===== src/rtl/snow64_long_div_param_radix.sv =====
// Iterative radix-2^RADIX_BITS long divider with signed/unsigned modes, remainder output and
// divide-by-zero flag. One quotient digit per cycle, selected from a registered multiples table.
module snow64_long_div_param_radix #(
  parameter int WIDTH_A    = 16,
  parameter int WIDTH_B    = 8,
  parameter int RADIX_BITS = 4
) (
  input  logic               clk,
  input  logic               rst_n,
  input  logic               in_start,
  input  logic               in_signed,
  input  logic [WIDTH_A-1:0] in_a,
  input  logic [WIDTH_B-1:0] in_b,
  output logic               out_can_accept_cmd,
  output logic               out_data_valid,
  output logic [WIDTH_A-1:0] out_quot,
  output logic [WIDTH_B-1:0] out_rem,
  output logic               out_div_by_zero
);

  localparam int N_ITER = WIDTH_A / RADIX_BITS;
  localparam int IW     = (N_ITER > 1) ? $clog2(N_ITER) : 1;
  localparam int WM     = WIDTH_B + RADIX_BITS;
  localparam int ND     = 1 << RADIX_BITS;

  typedef enum logic {IDLE, WORK} state_t;
  state_t state_reg, state_next;

  logic                  accept;
  logic                  sign_a, sign_b;
  logic [WIDTH_A-1:0]    mag_a;
  logic [WIDTH_B-1:0]    mag_b;

  logic [WM-1:0]         mult_reg [ND];
  logic [WIDTH_A-1:0]    a_sh_reg;
  logic [WIDTH_B-1:0]    rem_reg;
  logic [WIDTH_A-1:0]    quot_acc_reg;
  logic [IW-1:0]         iter_reg;
  logic                  neg_q_reg, neg_r_reg, dz_reg;
  logic [WIDTH_B-1:0]    raw_lo_reg;

  logic [WM-1:0]         cur;
  logic [RADIX_BITS-1:0] digit, cand;
  logic [WIDTH_B-1:0]    rem_step;
  logic [WIDTH_A-1:0]    quot_step;
  logic [WIDTH_A-1:0]    quot_fix;
  logic [WIDTH_B-1:0]    rem_fix;

  assign accept = in_start && out_can_accept_cmd;

  // W-bit two's-complement negation of MIN yields MIN, which is the exact unsigned magnitude.
  assign sign_a = in_signed & in_a[WIDTH_A-1];
  assign sign_b = in_signed & in_b[WIDTH_B-1];
  assign mag_a  = sign_a ? (~in_a + WIDTH_A'(1)) : in_a;
  assign mag_b  = sign_b ? (~in_b + WIDTH_B'(1)) : in_b;

  // State register
  always_ff @(posedge clk or negedge rst_n) begin
    if (!rst_n) state_reg <= IDLE;
    else        state_reg <= state_next;
  end

  // Next-state logic
  always_comb begin
    state_next = state_reg;
    case (state_reg)
      IDLE:    if (in_start)        state_next = WORK;
      WORK:    if (iter_reg == '0)  state_next = IDLE;
      default:                      state_next = IDLE;
    endcase
  end

  // Output decode
  always_comb begin
    out_can_accept_cmd = (state_reg == IDLE);
  end

  genvar gi;
  generate
    for (gi = 0; gi < ND; gi++) begin : g_mult
      always_ff @(posedge clk or negedge rst_n) begin
        if (!rst_n)      mult_reg[gi] <= '0;
        else if (accept) mult_reg[gi] <= WM'(gi) * WM'(mag_b);
      end
    end
  endgenerate

  // Binary search over the monotone multiples table; with a zero divisor every entry is
  // zero and the search settles on the all-ones digit.
  always_comb begin
    cur   = {rem_reg, a_sh_reg[WIDTH_A-1 -: RADIX_BITS]};
    digit = '0;
    cand  = '0;
    for (int i = RADIX_BITS - 1; i >= 0; i--) begin
      cand = digit | (RADIX_BITS'(1) << i);
      if (mult_reg[cand] <= cur) digit = cand;
    end
    rem_step  = WIDTH_B'(cur - mult_reg[digit]);
    quot_step = (quot_acc_reg << RADIX_BITS) | WIDTH_A'(digit);
    quot_fix  = dz_reg ? '1 : (neg_q_reg ? (~quot_step + WIDTH_A'(1)) : quot_step);
    rem_fix   = dz_reg ? raw_lo_reg : (neg_r_reg ? (~rem_step + WIDTH_B'(1)) : rem_step);
  end

  always_ff @(posedge clk or negedge rst_n) begin
    if (!rst_n) begin
      a_sh_reg        <= '0;
      rem_reg         <= '0;
      quot_acc_reg    <= '0;
      iter_reg        <= '0;
      neg_q_reg       <= 1'b0;
      neg_r_reg       <= 1'b0;
      dz_reg          <= 1'b0;
      raw_lo_reg      <= '0;
      out_quot        <= '0;
      out_rem         <= '0;
      out_div_by_zero <= 1'b0;
      out_data_valid  <= 1'b0;
    end else if (accept) begin
      a_sh_reg        <= mag_a;
      rem_reg         <= '0;
      quot_acc_reg    <= '0;
      iter_reg        <= IW'(N_ITER - 1);
      neg_q_reg       <= in_signed & (in_a[WIDTH_A-1] ^ in_b[WIDTH_B-1]);
      neg_r_reg       <= sign_a;
      dz_reg          <= (in_b == '0);
      raw_lo_reg      <= in_a[WIDTH_B-1:0];
      out_data_valid  <= 1'b0;
    end else if (state_reg == WORK) begin
      a_sh_reg        <= a_sh_reg << RADIX_BITS;
      rem_reg         <= rem_step;
      quot_acc_reg    <= quot_step;
      iter_reg        <= iter_reg - IW'(1);
      if (iter_reg == '0) begin
        out_quot        <= quot_fix;
        out_rem         <= rem_fix;
        out_div_by_zero <= dz_reg;
        out_data_valid  <= 1'b1;
      end
    end
  end

endmodule


===== config.mk =====
export PLATFORM = sky130hd
export DESIGN_NAME = snow64_long_div_param_radix
export DESIGN_NICKNAME = d
export VERILOG_FILES = /design/src/rtl/snow64_long_div_param_radix.sv
export SDC_FILE = /design/constraint.sdc
export NUM_CORES = 1
export LEC_CHECK = 0
export CAP_MARGIN = 20
export CORE_ASPECT_RATIO = 1.75
export CORE_MARGIN = 4
export CORE_UTILIZATION = 35
export CTS_CLUSTER_DIAMETER = 120
export DETAILED_ROUTE_END_ITERATION = 16
export HOLD_SLACK_MARGIN = 0.12
export PLACE_DENSITY = 0.57
export SLEW_MARGIN = 25
export SYNTH_ARGS = -nofsm -noshare
export SYNTH_HDL_FRONTEND = slang
export SYNTH_SLANG_ARGS = --single-unit

===== constraint.sdc =====
create_clock -name clk -period 24.5 [get_ports clk]
set_clock_uncertainty 0.1 [all_clocks]
set_input_delay 6.125 -clock clk [delete_from_list [all_inputs] [get_ports clk]]
set_output_delay 6.125 -clock clk [all_outputs]
set_load 0.01 [all_outputs]

==> summary.txt <==
Die
  • Core ar.: 33700 sq um
  • Effective utilization at floorplan: 0.356
  • I/O pin total: 55
  • Die H: 253 microns
  • Die Wd: 148 microns
  • Row count: 89
  • Die area: ~37000 sq um

Yosys
  • Dominant cell type by area after synthesis: dfrtp_1
  • Number of synthesized flops with an enable pin: 0
  • Top cell type's share of synthesized area: 0.307
  • Largest cells by area after synthesis: dfrtp_1 31%, ha_1 13%, nand2_1 6.9%
  • Seq/Total Area, Yosys: 0.307
  • Synthesized Nets: 1567
  • Asr flop ratio synth: 1.00
  • Synth Register Bits: about 150
  • Post-Synthesis Cells: 1384
  • Synthesized area: 12000 sq um
  • Yosys warns: 0
  • Syn Area/Cell: 8.67 sq um
  • Synth unique cells: 71
  • Synth Flop Type: dfrtp_1

Timing
  • Maximum clock rate: 0.0775 GHz
  • RSZ-0062 raised after global routing: no
  • Setup Viol. Count Final: 0
  • Number of hold violations in the final report: 0
  • Sum Neg Setup Slack: 0 ns
  • Slew HR: 0.300
  • Period minus WS final: 12.90 ns
  • Tightest Pin Transition: between 1 and 1.5 ns
  • Tcrit/Tclk final: 0.527
  • Pins Over Slew Limit: 0

Final layout
  • Area of the multi-input gates: 7740 sq um
  • Fillcell total: about 3400
  • Register Area: 3680 sq um
  • Area growth from synthesis to final layout: 12.9%
  • Nets@finish: roughly 1600
  • N_diodes: 0
  • Leading cell type in the layout, fill and taps excluded: nand2_1
  • Util after Layout: 0.401
  • Max reg flops: approximately 70
  • Most frequent cells in the layout: 220 x nand2_1, 147 x dfrtp_1, 144 x o21ai_0, 120 x ha_1, 80 x nor2_1
  • Layout cell share with drive strength beyond 1: 0.0669

GRT
  • Vias in the first global route: 10300
  • Overflow after GRT: 0
  • First-pass GRT wire length: roughly 56 mm
  • GRT busiest layer: met2
  • Largest net degree at the start of global routing: 86
  • Initial antenna violation count: 0
  • GR Util met2: 0.376
  • Met1 GRT Util: 0.199
  • GR Layer Usage met3: 0.0177
  • Overall routing resource usage: 0.192

Critical path
  • Reg2reg start: mult_reg[72]$_DFFE_PN0P_
  • CP arrival: 13.14 ns
  • FF-to-FF setup slack: between 10 and 15 ns
  • CP Class: reg -> reg
  • Worst reg2reg path depth: 40
  • Worst endpoint required time: 24.74 ns
  • Reg-to-Reg End: out_rem[7]$_DFFE_PN0P_
  • Top cell by count, worst path: a21oi_1
  • Worst setup EP type: flop
  • CP max stage cell: or2_1
  • CP peak stage delay: 0.85 ns
  • Delay-heaviest family, CP: compound AO/OA/AOI/OAI gates
  • WP buf/inv: 3
  • Worst-path maximum fanout: 70
  • Crit start category: flop

CTS
  • Cts hold-fix bufs: 0
  • Clock transition at the registers of the reported paths: approximately 0.06 ns
  • CTS resizes: 0
  • H-tree depth: 4
  • CTS Buf Count: 17
  • CTS tree: built
  • CTS max path bufs: 2
  • Worst-Skew Late Latency: ~0.45 ns
  • CTS root buf: clkbuf_16
  • Setup Fix Bufs, Post-CTS: 0
  • Sink Count: 147

Run
  • Max-cap violations: 0

Routing
  • Detail Route Antenna Nets: 0
  • First-pass iteration count of the detailed router: 5
  • Wirelength per Cell: 18.7 microns
  • 1st-iter DRT viols: about 450
  • DR vias: 9906
  • Via-to-Cell Ratio: 5.32
  • Drc violations: 0
  • Routed wire length: 34.8 mm

Placement
  • Routability cong.: between 0.8 and 0.9
  • DP HPWL: about 27 mm
  • IO buf count: 54

Run status
  • Outcome: finished clean

Worst hold path
  • Worst Hold Launch: out_quot[3]$_DFFE_PN0P_
  • Min-Delay Path Class: reg -> reg
  • Hold Path End: out_quot[3]$_DFFE_PN0P_
  • Min-Delay Path Depth: 2
-- layout make-up --
cell class,count,share of cell area
inverters,77,0.0213
clock buffers,20,0.0322
repair buffers,62,0.0444
multi-input cells,1088,0.571
flip-flops and latches,147,0.272
clock inverters,12,0.0170
well taps,455,0.0420
-- Yosys cell counts, types with 15 or more instances --
cell      count
dfrtp_1     147
inv_1        75
mux2_2       27
fa_1         35
nand3_1      29
clkbuf_1     55
o21ai_0     144
a21o_1       16
nand2_1     221
ha_1        120
nor3_1       24
nor2_1       81
a211oi_1     15
xor2_1       36
and3_1       18
a21oi_1      79
mux2i_1      20
xnor2_1      48
-- worst max-delay path by stage --
stage | start | end | slack (ns) | depth (start not counted)
after floorplan | mult_reg[90]$_DFFE_PN0P_ | out_rem[7]$_DFFE_PN0P_ | 13.74 | 50
after global placement | mult_reg[72]$_DFFE_PN0P_ | out_rem[7]$_DFFE_PN0P_ | 11.86 | 40
after detailed placement | mult_reg[72]$_DFFE_PN0P_ | out_rem[7]$_DFFE_PN0P_ | 11.79 | 40
after CTS | mult_reg[72]$_DFFE_PN0P_ | out_rem[7]$_DFFE_PN0P_ | 11.68 | 40
after global routing | rem_reg[3]$_DFFE_PN0P_ | out_rem[7]$_DFFE_PN0P_ | 10.82 | 43
final | mult_reg[72]$_DFFE_PN0P_ | out_rem[7]$_DFFE_PN0P_ | 11.60 | 40
-- per-layer routing --
layer	up-vias	routed length, microns	part of all wire
met5	-	0	0
met4	0	1590	0.046
met3	72	809	0.023
met2	206	19600	0.56
met1	4771	12800	0.37
li1	4857	-	-
-- tightest hold or removal path, cell delays in order (launching register included) --
cell and delay [ns]:
dfrtp_1 0.34, nand2_1 0.05, nand2_1 0.05
-- cells by family after synthesis --
family / count (synthesis) / synth area share
AOI/OAI and AO/OA: 364 / 0.192
muxes: 48 / 0.0430
buffers and inverters: 149 / 0.0493
and+or+nand+nor: 437 / 0.164
xor gates and xnor gates: 84 / 0.0613
DFF: 147 / 0.307
adders and majority gates: 155 / 0.184
-- metrics by stage --
stage	cells	setup slack, ns	hold slack (ns)	instance area, sq um
final	1861	11.60	0.362	13500
after global routing	1861	10.82	0.401	13500
after CTS	1861	11.68	0.370	13500
after detailed placement	1829	11.79	0.356	12900
after global placement	1829	11.86	0.353	12900
after floorplan	1384	13.74	0.347	12000
Power is left out: the tool's default activity adds up to more than one toggle a clock period on the data nets, which glitch-free logic cannot reach.
